===== config.mk =====
export PLATFORM = sky130hd
export DESIGN_NAME = hazard_ctrl
export DESIGN_NICKNAME = d
export VERILOG_FILES = /design/src/rtl/hazard_ctrl.sv
export SDC_FILE = /design/constraint.sdc
export NUM_CORES = 1
export LEC_CHECK = 0
export ABC_AREA = 1
export ABC_CLOCK_PERIOD_IN_PS = 3900
export BUFFER_PORTS_ARGS = -buffer_cell sky130_fd_sc_hd__buf_2
export CAP_MARGIN = 20
export CORE_AREA = 5 5 63 59
export DETAILED_ROUTE_END_ITERATION = 10
export DIE_AREA = 0 0 68 64
export PLACE_DENSITY = 0.82
export SYNTH_ARGS = -nofsm -noshare
export SYNTH_HDL_FRONTEND = slang
export SYNTH_SLANG_ARGS = --single-unit

===== constraint.sdc =====
create_clock -name clk -period 3.9 [get_ports clk]
set_clock_uncertainty 0.1 [all_clocks]
set_input_delay 0.195 -clock clk [delete_from_list [all_inputs] [get_ports clk]]
set_output_delay 0.195 -clock clk [all_outputs]
set_load 0.005 [all_outputs]

===== src/rtl/hazard_ctrl.sv =====
// Hazard and stall scheduler for the RISC-RNS pipeline: detects load-use
// hazards, sequences multi-cycle RNS ops through a start/done handshake,
// squashes the ID instruction on taken branches and counts stall cycles.
module hazard_ctrl #(
  parameter int LOAD_LAT   = 1,
  parameter int MC_TIMEOUT = 15
) (
  input  logic        clk,
  input  logic        rst,
  input  logic [2:0]  op1_addr_ID,
  input  logic [2:0]  op2_addr_ID,
  input  logic [2:0]  op3_addr_ID,
  input  logic [2:0]  op_used_ID,
  input  logic        mc_op_ID,
  input  logic        load_true_EX,
  input  logic        reg_wr_en_EX,
  input  logic [2:0]  dest_addr_EX,
  input  logic        branch_taken_EX,
  input  logic        mc_done,
  output logic        pc_en,
  output logic        ifid_en,
  output logic        ifid_flush,
  output logic        idex_bubble,
  output logic        mc_start,
  output logic        mc_error,
  output logic [1:0]  state,
  output logic [15:0] stall_cycles
);

  typedef enum logic [1:0] {
    RUN        = 2'd0,
    LOAD_STALL = 2'd1,
    MC_WAIT    = 2'd2
  } state_t;

  // The RUN cycle that detects the hazard is the first stall cycle, so the
  // LOAD_STALL countdown covers the remaining LOAD_LAT-1 cycles.
  localparam logic [7:0] LOAD_CNT_INIT = 8'(LOAD_LAT - 1);
  localparam logic [7:0] MC_LAST       = 8'(MC_TIMEOUT - 1);

  state_t      state_reg, state_next;
  logic [7:0]  cnt_reg, cnt_next;
  logic [15:0] stall_reg, stall_next;

  logic [2:0]  op_addr [3];
  logic [2:0]  op_match;
  logic        hazard;

  assign op_addr[0] = op1_addr_ID;
  assign op_addr[1] = op2_addr_ID;
  assign op_addr[2] = op3_addr_ID;

  // An operand only matters if the ID instruction really reads it.
  generate
    for (genvar gi = 0; gi < 3; gi++) begin : g_match
      assign op_match[gi] = op_used_ID[gi] && (op_addr[gi] == dest_addr_EX);
    end
  endgenerate

  assign hazard = load_true_EX & reg_wr_en_EX & (|op_match);

  // Next-state, counter and pipeline-control outputs.
  always_comb begin
    state_next  = state_reg;
    cnt_next    = cnt_reg;
    pc_en       = 1'b1;
    ifid_en     = 1'b1;
    ifid_flush  = 1'b0;
    idex_bubble = 1'b0;
    mc_start    = 1'b0;
    mc_error    = 1'b0;

    case (state_reg)
      RUN: begin
        if (branch_taken_EX) begin
          // ID instruction is squashed, so its hazards are irrelevant.
          ifid_flush  = 1'b1;
          idex_bubble = 1'b1;
        end else if (hazard) begin
          pc_en       = 1'b0;
          ifid_en     = 1'b0;
          idex_bubble = 1'b1;
          if (LOAD_LAT > 1) begin
            cnt_next   = LOAD_CNT_INIT;
            state_next = LOAD_STALL;
          end
        end else if (mc_op_ID) begin
          mc_start    = 1'b1;
          pc_en       = 1'b0;
          ifid_en     = 1'b0;
          idex_bubble = 1'b1;
          cnt_next    = '0;
          state_next  = MC_WAIT;
        end
      end

      LOAD_STALL: begin
        pc_en       = 1'b0;
        ifid_en     = 1'b0;
        idex_bubble = 1'b1;
        cnt_next    = cnt_reg - 8'd1;
        if (cnt_reg <= 8'd1) begin
          cnt_next   = '0;
          state_next = RUN;
        end
      end

      MC_WAIT: begin
        if (mc_done) begin
          // Release: the held multi-cycle instruction moves on to EX.
          cnt_next   = '0;
          state_next = RUN;
        end else if (cnt_reg >= MC_LAST) begin
          mc_error   = 1'b1;
          cnt_next   = '0;
          state_next = RUN;
        end else begin
          pc_en       = 1'b0;
          ifid_en     = 1'b0;
          idex_bubble = 1'b1;
          cnt_next    = cnt_reg + 8'd1;
        end
      end

      default: begin
        cnt_next   = '0;
        state_next = RUN;
      end
    endcase

    // While in reset the pipeline is frozen with a bubble in EX.
    if (rst) begin
      pc_en       = 1'b0;
      ifid_en     = 1'b0;
      idex_bubble = 1'b1;
      ifid_flush  = 1'b0;
      mc_start    = 1'b0;
      mc_error    = 1'b0;
    end
  end

  // Saturating count of cycles in which the PC was held.
  always_comb begin
    stall_next = stall_reg;
    if (!pc_en && (stall_reg != 16'hFFFF)) begin
      stall_next = stall_reg + 16'd1;
    end
  end

  // State, counter and stall statistics registers.
  always_ff @(posedge clk) begin
    if (rst) begin
      state_reg <= RUN;
      cnt_reg   <= '0;
      stall_reg <= '0;
    end else begin
      state_reg <= state_next;
      cnt_reg   <= cnt_next;
      stall_reg <= stall_next;
    end
  end

  assign state        = state_reg;
  assign stall_cycles = stall_reg;

endmodule


Yosys cells after proc, flatten, opt, wreduce, memory -nomap -nowiden
Cells that the tools add are included.
{ "word_totals": {"elab_cells": 68, "out_inout_bits": 24, "in_bits": 22, "register_bits": 26} }
{ "op_classes": {"n_reduce_logical": 9, "n_addsub": 3, "n_mux": 38, "bitwise_logic": 2, "order_cmp": 2, "eq_ne": 11} }
{ "ops": {"columns": ["cell", "n"], "rows": [
  ["$mux 8", 6],
  ["$pmux 8 s3", 1],
  ["$mux 1", 22],
  ["$add 16x1->16 const B", 1],
  ["$ne 16x16->1 const B", 1],
  ["$mux 2", 6],
  ["$eq 3x3->1", 3],
  ["$add 8x1->8 const B", 1],
  ["$ge 8x4->1 const B", 1],
  ["$le 8x1->1 const B", 1],
  ["$ne 2x2->1 const B", 4],
  ["$sub 8x1->8 const B", 1],
  ["$pmux 1 s3", 2],
  ["$pmux 2 s3", 1],
  ["$reduce_and 5->1", 1],
  ["$logic_and 1x1->1", 4],
  ["$ne 3x3->1 const B", 1],
  ["$reduce_and 3->1", 1],
  ["$reduce_or 3->1", 1],
  ["$and 1x1->1", 2],
  ["$eq 2x1->1 const B", 1],
  ["$eq 2x2->1 const B", 1],
  ["$logic_not 2->1", 1],
  ["$logic_not 1->1", 1]
]} }

Logic depth before layout (Yosys ltp)
{ "logic_depth": {"depth_word": 10, "ltp_mapped": 14, "mapped_depth_nobuf": 13} }

Least setup slack after synthesis
No wires, ideal clock.
{ "synth_timing": {"kind": "register to output", "startpoint": "register cnt_reg[0]", "endpoint": "output pc_en", "path_slack_ps": 2014, "required_time_ps": 3605, "stages_incl_launch_ff": 13, "n_path_buf": 2, "arrival_ps": 1591, "path_cell_list": "dfxtp_1 inv_1 ha_1 nor2_1 nor2_1 nor3_1 inv_1 nand2_1 inv_1 nand2_2 buf_4 inv_1 buf_4"} }
{ "synth_via": {"elab_chain_len": 5} }
{ "synth_lines": {"columns": ["element", "line", "text"], "rows": [
  ["start, declared", "42", "logic [7:0] cnt_reg, cnt_next;"],
  ["start signal, assigned", "158", "cnt_reg <= cnt_next;"],
  ["$ge 8x4->1", "113", "end else if (cnt_reg >= MC_LAST) begin"],
  ["$mux 1 (2 in series)", null, null],
  ["$pmux 1 s3", null, null],
  ["$mux 1", null, null],
  ["end, declared", "20", "output logic pc_en,"]
]} }
No other way between the ends.

Worst setup path after layout
{ "layout_timing": {"startpoint": "register cnt_reg[0]", "endpoint": "output pc_en"} }
{ "layout_via": {"elab_chain_len": 5} }
{ "layout_lines": {"columns": ["element", "line", "text"], "rows": [
  ["$ge 8x4->1", "113", null],
  ["$mux 1", "113", null],
  ["$mux 1", "109", "if (mc_done) begin"],
  ["$pmux 1 s3", "73", "case (state_reg)"],
  ["$mux 1", "132", "if (rst) begin"]
]} }
No other way between the ends.

==> results.md <==
* Warnings, synthesis at 0
* RSZ-0062 raised after global routing: false
* Clk Latency, worst-skew pair at 0.32 ns
* Post-synthesis cell type count at 26
* Max Slew Vio Count at 0
* Final-report hold violation count at 0
* DRC violations left at 0
* H-Tree Depth at 1
* Leakage at 0.892 nW
* Port-buffer cells at 44
* Total GRT Usage at 16.9%
* Worst setup SP type: flip-flop
* Vias in the first global route at 1478
* GRT overflow at 0
* Fmax at 429 MHz
* Cell Area, Placed at 1810 um2
* Post-CTS Setup Bufs at 0
* Die width at 68 um
* Setup CP Type: flip-flop to primary output
* Seq/Total Area, Yosys at 31.6%
* Tmin final at 2.33 ns
* Endpoints failing setup at 0
* Num rows at 19
* Via Count at 1614
* Reg clk slew, reported paths at 0.13 ns
* Buf/Inv on CP at 5
* Mapped Nets at 273
* Vias per cell at 4.89
* Largest net degree at the start of global routing at 27
* Clock Path Buffers at 2
* Total die area at 4350 um2
* Max reg flops at 16
* Fin nets at 314
* Die H at 64 um
* First-pass GRT wire length at 5970 um
* Slowest stage cell on the critical path: dfxtp_1
* Post-CTS Resized at 0
* Top fanout value on the critical path at 19
* VDD IR max at 0.226 mV
* Initial DRC Count at 105
* Register area at 500 um2
* Number of fill cells in the layout at 306
* Root Buffer: clkbuf_4
* CTS tree: done
* Most used cell along the critical path: inv_1
* Layout cell share with drive strength beyond 1 at 20.8%
* Mapped Cells at 248
* Critical Path AT at 2.04 ns
* Initial Utilization at 53.3%
* Core Util, Final at 61.8%
* Crit path cell chain: inv_1, ha_1, nor2_1, nor2_1, nor3_1, inv_1, nand2_1, inv_1, nand2_2, inv_1, buf_2
* Area of the multi-input gates at 926 um2
* Post-route antenna net violation count at 0
* IO Pins at 46
* DRT Wirelength at 3510 um
* Area delta synth->final at 15.8%
* Cell family with most CP delay: simple AND/OR/NAND/NOR gates
* Routed len/inst at 10.6 um
* Initial antenna violation count at 0
* Power Total at 0.000461 W
* Netlist Area Pre-Place at 1590 um2
* Pwr/cell area at 251 nW/um2
* Total iterations of the first detailed-routing run at 4
* Largest stage delay, worst path at 0.38 ns
* Final instance area at 1840 um2
* Crit. End Element: primary output
* Core Area at 2970 um2
* DP HPWL at 2700 um
* Fin crit share at 59.8%
* HP Class: input pin to flip-flop
* CTS Sinks at 25
* Avg Cell Area, Syn at 6.39 um2
* Hold slack at 0.0815 ns
* #FFs+latches synth at 25
* WP data required at 3.61 ns
* Cts bufs inserted at 3
* Max_cap viols at 0
* # hold bufs at CTS at 0
* Number of diodes at 0
* Status: finished, final reports clean
* Routability cong. at 0.874
* Fin Setup TNS at 0 ns
[logic make-up after synthesis]
logic type      after synthesis  share of synthesized area [%]
simple gates                143                           39.2
buf+inv                      37                           10.0
fa+ha+maj                     3                           2.37
other cells                   1                          0.237
compound gates               23                           7.73
flops                        25                           31.6
xor+xnor                     16                           8.84
[final cells by class]
type | count | area share (%)
inverter | 29 | 5.93
timing repair buffer | 44 | 12.0
multi-input combinational | 186 | 50.4
sequential | 25 | 27.3
clock buffer | 3 | 1.23
clock inverter | 1 | 0.273
tap | 42 | 2.86
[power by group]
group	internal (W)	switching (W)	total (W)	leakage, nW
clock network	0.0000385	0.0000784	0.000117	0.0177
logic	0.0000296	0.0000487	0.0000783	0.672
registers	0.000261	0.00000575	0.000266	0.202
total	0.000329	0.000133	0.000461	0.892
[synth_stat cells (all sizes together)]
cell     n  area share, %
nand3   25            7.9
nand3b   1           0.47
and3     1           0.39
clkbuf   3           0.71
ha       3            2.4
nand2   79             20
or2      1           0.39
nand4    3            1.2
inv     29            6.9
dfxtp   25             32
xor2    10            5.5
a21oi   22            7.4
nor3     8            2.8
buf      5            2.4
nor2    25            6.4
conb     1           0.24
xnor2    6            3.3
o21ai    1           0.32
[worst register-to-register path, stage by stage, from the launching register on]
cell	delay [ns]
dfxtp_1	0.38
inv_1	0.08
ha_1	0.19
nor2_1	0.08
nor2_1	0.07
nor3_1	0.21
inv_1	0.09
nand2_1	0.06
inv_1	0.05
nand2_2	0.27
nand2_4	0.19
nand2_1	0.10
a21oi_1	0.06
[path summary, 6_finish.rpt]
path | to | depth (start not counted) | startpoint | slack [ns]
setup / recovery | pc_en | 11 | cnt_reg[0] | 1.57
setup reg to reg | stall_cycles[10] | 12 | cnt_reg[0] | 1.84
hold reg to reg | cnt_reg[7] | 2 | cnt_reg[7] | 0.36
hold / removal | cnt_reg[2] | 4 | mc_done | 0.08
[metrics by stage]
step	instances	worst slack, ns
final	330	1.57
after global routing	330	1.26
after CTS	330	1.54
after detailed placement	326	1.84
after global placement	326	1.92
after floorplan	248	2.01
[layer usage]
| metal | share of wire (%) | global-route usage [%] | wire length (um) |
|---|---|---|---|
| met1 | 46 | 20.1 | 1610 |
| met2 | 49 | 29.1 | 1710 |
| met3 | 3.8 | 4.20 | 135 |
| met4 | 1.5 | 5.46 | 51 |
| met5 | 0 | 0 | 0 |
[cells in the final DEF (no fill, tap or decap), types with 3 or more instances in the layout]
cell type	n
dfxtp_1	25
nand4_1	3
xnor2_1	6
ha_1	3
nor3_1	7
clkbuf_4	3
nor2_1	24
inv_2	3
xor2_1	10
nand2_2	3
a21oi_1	20
nand2_1	75
nand3_1	25
buf_2	44
inv_1	26
No activity file was read; power rests on OpenSTA's default activity.
